<file path="config.mk">
export PLATFORM = sky130hd
export DESIGN_NAME = cache_port_arbiter
export DESIGN_NICKNAME = d
export VERILOG_FILES = /design/src/rtl/cache_port_arbiter.sv
export SDC_FILE = /design/constraint.sdc
export NUM_CORES = 1
export LEC_CHECK = 0
export ABC_AREA = 1
export CAP_MARGIN = 10
export CORE_MARGIN = 2
export CORE_UTILIZATION = 30
export DETAILED_ROUTE_END_ITERATION = 8
export PLACE_DENSITY = 0.53
export SLEW_MARGIN = 20
export SYNTH_ARGS = -nofsm -noshare
export SYNTH_HDL_FRONTEND = slang
export SYNTH_SLANG_ARGS = --single-unit
</file>
<file path="constraint.sdc">
create_clock -name clk -period 1.3 [get_ports clk]
set_input_delay 0.13 -clock clk [delete_from_list [all_inputs] [get_ports clk]]
set_output_delay 0.13 -clock clk [all_outputs]
set_load 0.02 [all_outputs]
</file>
<file path="src/rtl/cache_port_arbiter.sv">
// -----------------------------------------------------------------------------
// cache_port_arbiter
//
// Shares the single cache access port between four requesters (for example
// fetch, load, store and refill) using round-robin priority. It picks a winner,
// drives the one-hot grant and its binary index to the cache datapath, and
// pulses cache_start. It then waits for cache_done, or gives up after
// TIMEOUT_CYCLES cycles, and finally acks the winner or pulses timeout.
//
// Parameters
//   TIMEOUT_CYCLES  maximum number of WAIT cycles before the access is aborted
//                   (must be >= 2)
//
// Ports
//   clk          in   1  clock, rising edge
//   rst          in   1  synchronous reset, active-high
//   req          in   4  level-sensitive request lines, bit i = requester i
//   cache_done   in   1  cache finished the current access (looked at in WAIT only)
//   gnt          out  4  one-hot grant, all-zero when no grant is active
//   gnt_idx      out  2  binary index of the set gnt bit
//   cache_start  out  1  one-cycle pulse launching the access for gnt_idx
//   ack          out  4  one-hot, one-cycle completion pulse to the winner
//   timeout      out  1  one-cycle pulse: access aborted without cache_done
//   busy         out  1  high while an access is being issued or awaited
//
// Every output is either a register or a decode of the registered state, so
// there is no combinational path from req or cache_done to any output.
// -----------------------------------------------------------------------------
module cache_port_arbiter #(
    parameter int TIMEOUT_CYCLES = 16
) (
    input  logic       clk,
    input  logic       rst,
    input  logic [3:0] req,
    input  logic       cache_done,
    output logic [3:0] gnt,
    output logic [1:0] gnt_idx,
    output logic       cache_start,
    output logic [3:0] ack,
    output logic       timeout,
    output logic       busy
);

    // The timer counts 0 .. TIMEOUT_CYCLES-1 and is reloaded in ISSUE, so it
    // never has to wrap through overflow.
    localparam int            TW   = $clog2(TIMEOUT_CYCLES);
    localparam logic [TW-1:0] TMAX = TW'(TIMEOUT_CYCLES - 1);

    typedef enum logic [1:0] {
        S_IDLE  = 2'd0,
        S_ISSUE = 2'd1,
        S_WAIT  = 2'd2
    } state_t;

    state_t        r_state;
    state_t        w_next;

    logic [3:0]    r_gnt;
    logic [1:0]    r_gnt_idx;
    logic [3:0]    r_ack;
    logic          r_timeout;
    logic [1:0]    r_last;
    logic [TW-1:0] r_timer;

    logic          w_found;
    logic [1:0]    w_win_idx;
    logic [1:0]    w_cand;
    logic          w_expired;

    // Round-robin winner: scan last+1, last+2, last+3, last (mod 4) and take
    // the first requester that is asking. The 2-bit add wraps by itself.
    always_comb begin
        w_found   = 1'b0;
        w_win_idx = 2'd0;
        w_cand    = 2'd0;
        for (int k = 1; k <= 4; k++) begin
            w_cand = r_last + k[1:0];
            if (!w_found && req[w_cand]) begin
                w_found   = 1'b1;
                w_win_idx = w_cand;
            end
        end
    end

    assign w_expired = (r_timer == TMAX);

    // State register
    always_ff @(posedge clk) begin
        if (rst) begin
            r_state <= S_IDLE;
        end else begin
            r_state <= w_next;
        end
    end

    // Next-state logic
    always_comb begin
        w_next = r_state;
        case (r_state)
            S_IDLE: begin
                if (w_found) begin
                    w_next = S_ISSUE;
                end
            end
            S_ISSUE: begin
                w_next = S_WAIT;
            end
            S_WAIT: begin
                if (cache_done || w_expired) begin
                    w_next = S_IDLE;
                end
            end
            default: begin
                w_next = S_IDLE;
            end
        endcase
    end

    // Grant, pointer, timer and completion pulses. ack and timeout default low
    // every cycle so that each is a single-cycle pulse.
    always_ff @(posedge clk) begin
        if (rst) begin
            r_gnt     <= 4'd0;
            r_gnt_idx <= 2'd0;
            r_ack     <= 4'd0;
            r_timeout <= 1'b0;
            r_last    <= 2'd3;
            r_timer   <= '0;
        end else begin
            r_ack     <= 4'd0;
            r_timeout <= 1'b0;
            case (r_state)
                S_IDLE: begin
                    if (w_found) begin
                        r_gnt     <= 4'b0001 << w_win_idx;
                        r_gnt_idx <= w_win_idx;
                    end
                end
                S_ISSUE: begin
                    r_timer <= '0;
                end
                S_WAIT: begin
                    // done takes precedence over a simultaneous expiry
                    if (cache_done) begin
                        r_ack     <= r_gnt;
                        r_last    <= r_gnt_idx;
                        r_gnt     <= 4'd0;
                        r_gnt_idx <= 2'd0;
                    end else if (w_expired) begin
                        // pointer still advances so a stuck requester cannot starve others
                        r_timeout <= 1'b1;
                        r_last    <= r_gnt_idx;
                        r_gnt     <= 4'd0;
                        r_gnt_idx <= 2'd0;
                    end else begin
                        r_timer <= r_timer + 1'b1;
                    end
                end
                default: begin
                    r_gnt     <= 4'd0;
                    r_gnt_idx <= 2'd0;
                end
            endcase
        end
    end

    // Output decode from registered state
    always_comb begin
        cache_start = (r_state == S_ISSUE);
        busy        = (r_state == S_ISSUE) || (r_state == S_WAIT);
    end

    assign gnt     = r_gnt;
    assign gnt_idx = r_gnt_idx;
    assign ack     = r_ack;
    assign timeout = r_timeout;

endmodule

</file>
; Word level (Yosys, flattened, before mapping)
; Index checks and enable logic that the tools add are counted.
[word_totals]
reg_bits = 19
in_bits = 7
output_inout_bits = 13
elab_cells = 77
[classes]
n_addsub = 4
order_cmp = 4
n_eq_ne = 8
n_shift = 1
n_mux = 33
bitwise_logic = 3
reduce_logical = 17
[op_table]
columns = cell, n
row1 = 2-bit two-way mux, 11
row2 = 4-bit two-way mux, 5
row3 = 2-bit by 3-bit < comparator with 1-bit output (second input constant), 4
row4 = 2-bit case mux with 3 select lines, 2
row5 = 4-bit case mux with 3 select lines, 1
row6 = 1-bit two-way mux, 9
row7 = 1-bit binary-select mux with 2-bit select, 4
row8 = 2-bit != test (second input constant), 4
row9 = 4-bit case mux with 2 select lines, 1
row10 = 3-bit AND reduction, 2
row11 = 3-bit OR reduction, 2
row12 = 2-bit adder (second input constant), 2
row13 = 4-bit by 1-bit adder with 4-bit output (second input constant), 1
row14 = 4-bit == test (second input constant), 1
row15 = 2-bit AND reduction, 2
row16 = 2-bit nonzero test, 2
row17 = 1-bit by 2-bit << shifter with 4-bit output (first input constant), 1
row18 = 1-bit logical AND, 3
row19 = 1-bit zero test, 3
row20 = 3-bit != test (second input constant), 1
row21 = 1-bit NOT, 3
row22 = 2-bit by 1-bit adder with 2-bit output (second input constant), 1
row23 = 2-bit by 1-bit == test with 1-bit output (second input constant), 1
row24 = 2-bit == test (second input constant), 1
row25 = other kinds (2), 3

; Logic depth before layout (Yosys ltp)
; Gate-level depths: netlist of run 1.
[logic_depth]
ltp_word = 16
depth_mapped = 11
mapped_depth_nobuf = 11

; Worst setup path after synthesis of run 1
; No wires, ideal clock.
[synth_timing]
path_kind = reg-to-reg
start = register r_timer[0]
end = register r_gnt[0] (netlist: gnt[0])
setup_time_ns = 0.058
arrival_time_ns = 1.333
required_time_ns = 1.242
setup_slack_ns = -0.091
stages_incl_launch_ff = 10
path_buffers = 0
period_less_slack_ns = 1.391
cell_sequence = dfxtp_1 > ha_1 > nand3_2 > nand2_1 > nor2_2 > inv_1 > nand2_1 > nor3_4 > nand3_1 > nand2_1
[synth_between]
elab_chain_cells = 3
[synth_rtl]
columns = element, line
row1 = start: declaration, 63  ; logic [TW-1:0] r_timer;
row2 = start signal: assignment, 156  ; r_timer <= r_timer + 1'b1;
row3 = 4-bit == test, 85  ; assign w_expired = (r_timer == TMAX);
row4 = 3-bit != test (no line), -
row5 = 3-bit AND reduction (no line), -
row6 = end signal: assignment, 135  ; r_gnt <= 4'b0001 << w_win_idx;
row7 = end: declaration, 58  ; logic [3:0] r_gnt;
; Every way passes these cells.
; A chain may end at the register's enable or synchronous reset.

; Worst setup path after layout of run 1
[layout_timing]
start = register r_last[0]
end = register r_gnt[1] (netlist: gnt[1])
[layout_between]
elab_chain_cells = 16
word_cells_on_any_way = 30
classes_between = add/sub: 3 / eq/ne: 1 / shift: 1 / mux: 18 / reduce/logical: 7
[layout_rtl]
columns = element, line
row1 = start: declaration, 62  ; logic [1:0] r_last;
row2 = start signal: assignment, 146  ; r_last <= r_gnt_idx;
row3 = start signal: assignment, 152  ; r_last <= r_gnt_idx;
row4 = 2-bit by 1-bit adder with 2-bit output, 77  ; w_cand = r_last + k[1:0];
row5 = 1-bit binary-select mux with 2-bit select, 78  ; if (!w_found && req[w_cand]) begin
row6 = 1-bit two-way mux (not written as such), 78
row7 = 1-bit two-way mux, 78
row8 = 1-bit zero test, 78
row9 = 1-bit logical AND, 78
row10 = 1-bit two-way mux, 78
row11 = 1-bit zero test, 78
row12 = 1-bit logical AND, 78
row13 = 1-bit two-way mux, 78
row14 = 1-bit zero test, 78
row15 = 1-bit logical AND, 78
row16 = 2-bit two-way mux, 78
row17 = 1-bit by 2-bit << shifter with 4-bit output, 135
row18 = 4-bit two-way mux, 134  ; if (w_found) begin
row19 = 4-bit case mux with 3 select lines, 132  ; case (r_state)
; Parallel ways exist; a longest one is shown, timed or not. The select of a mux whose other input is x is not followed.

==> reports/qor.yml, run 1 <==
drc: 0
root_buffer: "clkbuf_4"
finalCritPeriodShare: 1.11
start_util: 0.317
dieArea_um2: 4080
grt_pass1_wl_um: 4530
area_growth_pct: 61.9
avgSynthCellArea_um2: 6.94
place.gp.congestion: 0.814
h-tree-depth: 1
viasPerCell: 4.51
holdBufCountCts: 0
grt_max_degree: 12
arrival_ns: 1.69
tightestPinTransition_ns: 0.277
rsz0062_at_grt: "yes"
synth_area_um2: 1080
p_int_mw: 1.18
drtIter0Drc: 31
yosysTopAreaCellShare: 0.353
period_minus_slack_ns: 1.44
io_buffer_count: 19
insertion_delay_ns: 0.29
violations: "setup timing"
grt_use_total: 0.136
die_h_um: 63.9
grt_antenna_before_repair: 0
cts.path.max_buffers: 2
cts.sinks: 19
cts_tree: "yes"
die_x_um: 63.9
critPathMaxFanout: 7
vdd_drop_max_mv: 0.386
place_area_um2: 1490
start_kind: "flop"
drt-total-wl_um: 2690
clock_skew_ns: 0.00516
end_kind: "flop"
max_freq_ghz: 0.693
yosys-top-cells-area: "dfxtp_1, nand2_1, nand3_1"
pwr_density_cell_nw_per_um2: 1120
layout.nets: 217
fin_ws_ns: -0.143
final_util: 0.514
slew_headroom: 0.815
maxCapViolCount: 0
core_area_um2: 3390
dp_hpwl_um: 1970
yosys.area.top_type: "dfxtp_1"
grt_overflow: 0
ant_nets: 0
drv_slew: 0
firstDrtPassIters: 4
io_pins: 20
yosys_warnings: 0
setup_viol: 8
outcome: "finished, violations left"
ys_ff_latch: 19
p_sw_frac: 0.394
syn_nets: 166
first_global_vias: 1094
p_switching_uw: 767
synth_cell_types: 24
clkSlewWorstSetupHoldPaths_ns: 0.11
critPathKind: "reg2reg"
diodes: 0
worstPathRequired_ns: 1.54
leakagePower_nw: 0.850
final_hold_viol_count: 0
ys_seq_area_frac: 0.353
clockPowerShare: 0.152
vias: 1131
hold_slack_ns: 0.461
fp-row-count: 21
comb_power_share: 0.490
detail_route.wl_per_cell_um: 10.7
pwr-share-seq: 0.357
post-route-cell-area_um2: 1740
timing.setup.tns_ns: -0.803
cts_buffers: 3
hold_class: "reg2reg"
netlist_instances: 155
drive_above_1_share: 0.439
[cell families (layout without fill, tap and decap cells)]
group	count (synthesis)	in the layout	synth area share
and+or+nand+nor	96	96	0.436
adders and majority gates	4	4	0.0465
DFF	19	19	0.353
AOI/OAI and AO/OA	15	15	0.0837
buffers and inverters	21	71	0.0802
[layout make-up]
class	count	area, um^2
Fill cell	342	1650
Multi-Input combinational cell	115	774
Timing Repair Buffer	47	412
Sequential cell	19	390
Inverter	20	80.1
Tap cell	46	57.6
Clock buffer	3	22.5
Clock inverter	1	5.00
[state kept, by name (all words and copies together) (netlist names)]
name and flops:
gnt 4, timeout 1, r_timer 4, gnt_idx 2
r_last 2, ack 4, r_state 2
[cell usage in the layout, fill, tap and decap left out, types with 2 or more instances in the layout]
cell	synthesis	layout
nand2_1	51	40
buf_4	0	25
dfxtp_1	19	13
inv_1	17	11
dlygate4sd2_1	0	11
nand3_1	14	10
nand2_2	9	10
nand2_4	0	9
inv_2	3	8
clkdlybuf4s50_1	0	6
nor2_1	7	5
a21oi_1	7	5
dfxtp_2	0	5
nand3_2	3	4
nor2_2	1	3
nand3_4	0	3
nand4_1	3	3
clkbuf_4	0	3
nor2_4	2	2
o21ai_2	1	2
a21oi_2	0	2
o211ai_1	2	2
and3_1	2	2
o21ai_0	3	2
ha_1	4	2
buf_6	1	2
buf_12	0	2
[metal layers]
| metal | track usage | vias to the layer above | routed length, um |
|---|---|---|---|
| li1 | - | 603 | - |
| met1 | 0.148 | 514 | 1140 |
| met2 | 0.259 | 12 | 1490 |
| met3 | 0.0141 | 2 | 44 |
| met4 | 0.0625 | 0 | 16 |
| met5 | 0 | - | 0 |
[synth_stat cells (all sizes together)]
| master | n |
|---|---|
| nor3 | 2 |
| a21oi | 7 |
| nand4 | 3 |
| nand3 | 17 |
| o211ai | 2 |
| buf | 1 |
| ha | 4 |
| dfxtp | 19 |
| a21boi | 1 |
| nor4 | 1 |
| o21ai | 5 |
| and3 | 2 |
| nor3b | 1 |
| nand2 | 60 |
| inv | 20 |
| nor2 | 10 |
[path summary, 6_finish.rpt]
check | depth (start not counted) | slack, ns | start | endpoint
hold reg to reg | 2 | 0.46 | gnt[1] | ack[1]
hold / removal | 2 | 0.46 | gnt[1] | ack[1]
setup reg to reg | 8 | -0.14 | r_last[0] | gnt[1]
setup / recovery | 8 | -0.14 | r_last[0] | gnt[1]
[critical path, stage by stage, from the launching register on]
cell	delay [ns]
dfxtp_4	0.39
buf_12	0.15
nand2_2	0.12
nand3_4	0.09
nand3_4	0.10
nor2_4	0.05
nor3_4	0.29
nand3_1	0.13
nand2_1	0.07
[timing repair]
action                     CTS  global route
buffers inserted             2             3
pin swaps                    5            17
resized for setup           43            33
setup endpoints to repair   23            13
[stage by stage]
stage	instances	setup slack, ns	power [mW]
2_1_floorplan	155	0.0116	1.17
3_3_place_gp	242	-0.246	1.48
3_5_place_dp	242	-0.283	1.48
4_1_cts	248	-0.114	1.83
5_1_grt	251	-0.220	2.08
6_report	251	-0.143	1.94
[power groups by stage]
| stage | Clock (mW) | Combinational (mW) | Sequential (mW) |
|---|---|---|---|
| floorplan | 0 | 0.448 | 0.726 |
| global placement | 0 | 0.783 | 0.695 |
| detailed placement | 0 | 0.786 | 0.696 |
| CTS | 0.313 | 0.826 | 0.690 |
| global route | 0.334 | 1.05 | 0.703 |
| finish | 0.297 | 0.953 | 0.695 |
(Power assumes the default switching activity.)
==> run 2: changes to the inputs <==
--- a/config.mk
+++ b/config.mk
@@ -11,6 +11,7 @@
 export CORE_UTILIZATION = 30
 export DETAILED_ROUTE_END_ITERATION = 8
 export PLACE_DENSITY = 0.53
+export REMOVE_ABC_BUFFERS = 1
 export SLEW_MARGIN = 20
 export SYNTH_ARGS = -nofsm -noshare
 export SYNTH_HDL_FRONTEND = slang
==> reports/qor.yml, run 2 (same netlist as run 1, synthesis figures left out) <==
critPathMaxFanout: 8  # was 7
dieArea_um2: 4080  # unchanged
area_growth_pct: 63.4  # was 61.9%
place.gp.congestion: 0.841  # was 0.814
drtIter0Drc: 17  # was 31
cts_tree: "yes"  # unchanged
start_kind: "flop"  # unchanged
viasPerCell: 4.53  # was 4.51
max_freq_ghz: 0.717  # was 0.693 GHz
timing.setup.tns_ns: -0.684  # was -0.803 ns
io_buffer_count: 19  # unchanged
rsz0062_at_grt: "yes"  # unchanged
cts.sinks: 19  # unchanged
met3_length_um: 69  # was 44 um
seq_area_um2: 390  # unchanged
met1Wirelength_um: 1160  # was 1140 um
drive_above_1_share: 0.459  # was 0.439
worstPathRequired_ns: 1.48  # was 1.54 ns
slew_headroom: 0.830  # was 0.815
maxCapViolCount: 0  # unchanged
grt_use_total: 0.140  # was 0.136
grt_pass1_wl_um: 4540  # was 4530 um
vdd_drop_max_mv: 0.391  # was 0.386 mV
end_kind: "flop"  # unchanged
clock_skew_ns: 0.00302  # was 0.00516 ns
grt_max_degree: 12  # unchanged
die_x_um: 63.9  # unchanged
die_h_um: 63.9  # unchanged
regToRegEndpoint: "r_state[1]"  # was gnt[1]
violations: "setup timing"  # unchanged
fp-row-count: 21  # unchanged
insertion_delay_ns: 0.29  # about the same
outcome: "finished, violations left"  # unchanged
layout_common_cells: "nand2_1, buf_4, dfxtp_1"  # unchanged
cts_buffers: 3  # unchanged
whs_path_depth: 2  # unchanged
start_util: 0.317  # unchanged
leakagePower_nw: 0.834  # was 0.850 nW
drc: 0  # unchanged
reg2reg_from: "r_last[0]"  # unchanged
ff2ff_setup_slack_ns: -0.1  # was -0.14 ns
hold_class: "reg2reg"  # unchanged
detail_route.wl_per_cell_um: 11.2  # was 10.7 um
drv_slew: 0  # unchanged
top_layer: "met4"  # unchanged
pwr_density_cell_nw_per_um2: 1120  # about the same
clkSlewWorstSetupHoldPaths_ns: 0.11  # about the same
h-tree-depth: 1  # unchanged
vias: 1137  # was 1131
io_pins: 20  # unchanged
ant_nets: 0  # unchanged
critPathKind: "reg2reg"  # unchanged
diodes: 0  # unchanged
worstHoldEndpoint: "ack[2]"  # was ack[1]
firstDrtPassIters: 4  # unchanged
layout_commonest_cell: "nand2_1"  # unchanged
hp-start: "gnt[2]"  # was gnt[1]
core_area_um2: 3390  # unchanged
tightestPinTransition_ns: 0.254  # was 0.277 ns
finalCritPeriodShare: 1.07  # was 1.11
multiInputGateArea_um2: 787  # was 774 um^2
r2r_cells: 8  # unchanged
final_hold_viol_count: 0  # unchanged
grt_overflow: 0  # unchanged
root_buffer: "clkbuf_4"  # unchanged
arrival_ns: 1.58  # was 1.69 ns
layout.nets: 217  # unchanged
setup_viol: 11  # was 8
period_minus_slack_ns: 1.40  # was 1.44 ns
dr_wl_met2_um: 1560  # was 1490 um
dp_hpwl_um: 2010  # was 1970 um
cts.path.max_buffers: 2  # unchanged
fillers: 331  # was 342
first_global_vias: 1082  # was 1094
dp_slack_ns: -0.234  # was -0.283 ns
fin_ws_ns: -0.0953  # was -0.143 ns
grt_antenna_before_repair: 0  # unchanged
holdBufCountCts: 0  # unchanged
drt-total-wl_um: 2810  # was 2690 um
run 2: metrics by stage:
step	cell area (um^2)	utilization	cells	hold WS [ns]	total power, mW
finish	1760	0.519	251	0.457	1.96
global route	1760	0.519	251	0.475	2.11
CTS	1620	0.477	248	0.459	1.84
detailed placement	1470	0.434	240	0.444	1.47
global placement	1470	0.434	240	0.449	1.46
floorplan	1060	-	154	0.199	1.16
run 2: where the power goes:
part | internal [mW] | switching [mW]
clock | 0.114 | 0.176
sequential | 0.643 | 0.0461
combinational | 0.431 | 0.554
run 2: layout make-up:
| type | count | share of cell area |
|---|---|---|
| clock inverter | 1 | 0.00285 |
| multi-input combinational | 115 | 0.448 |
| timing repair buffer | 47 | 0.238 |
| clock buffer | 3 | 0.0128 |
| sequential | 19 | 0.222 |
| inverter | 20 | 0.0441 |
| tap | 46 | 0.0327 |
run 2: worst max path at each step:
stage | cells past startpoint | end | from
2_1_floorplan | 11 | gnt[3] | r_last[0]
3_3_place_gp | 7 | r_state[1] | req[0]
3_5_place_dp | 10 | gnt[3] | req[0]
4_1_cts | 9 | gnt[2] | r_last[0]
5_1_grt | 9 | gnt_idx[0] | r_timer[0]
6_report | 8 | r_state[1] | r_last[0]
run 2: per-layer routing:
metal / vias to the layer above / global-route usage
li1: 596 / -
met1: 524 / 0.167
met2: 15 / 0.251
met3: 2 / 0.0141
met4: 0 / 0.0625
met5: - / 0
run 2: timing repair:
item	in CTS	in global routing
resized for setup	49	36
pin swaps	18	18
endpoints found under the setup margin	24	15
setup buffers	4	4
run 2: critical path, cell delays in order, from the launching register on:
cell and delay, ns:
dfxtp_4 0.38, buf_8 0.14, nand2_4 0.06, nand2_4 0.06, nor2_4 0.15, nand2_2 0.09
buf_4 0.15, o21ai_4 0.15, a21oi_1 0.10
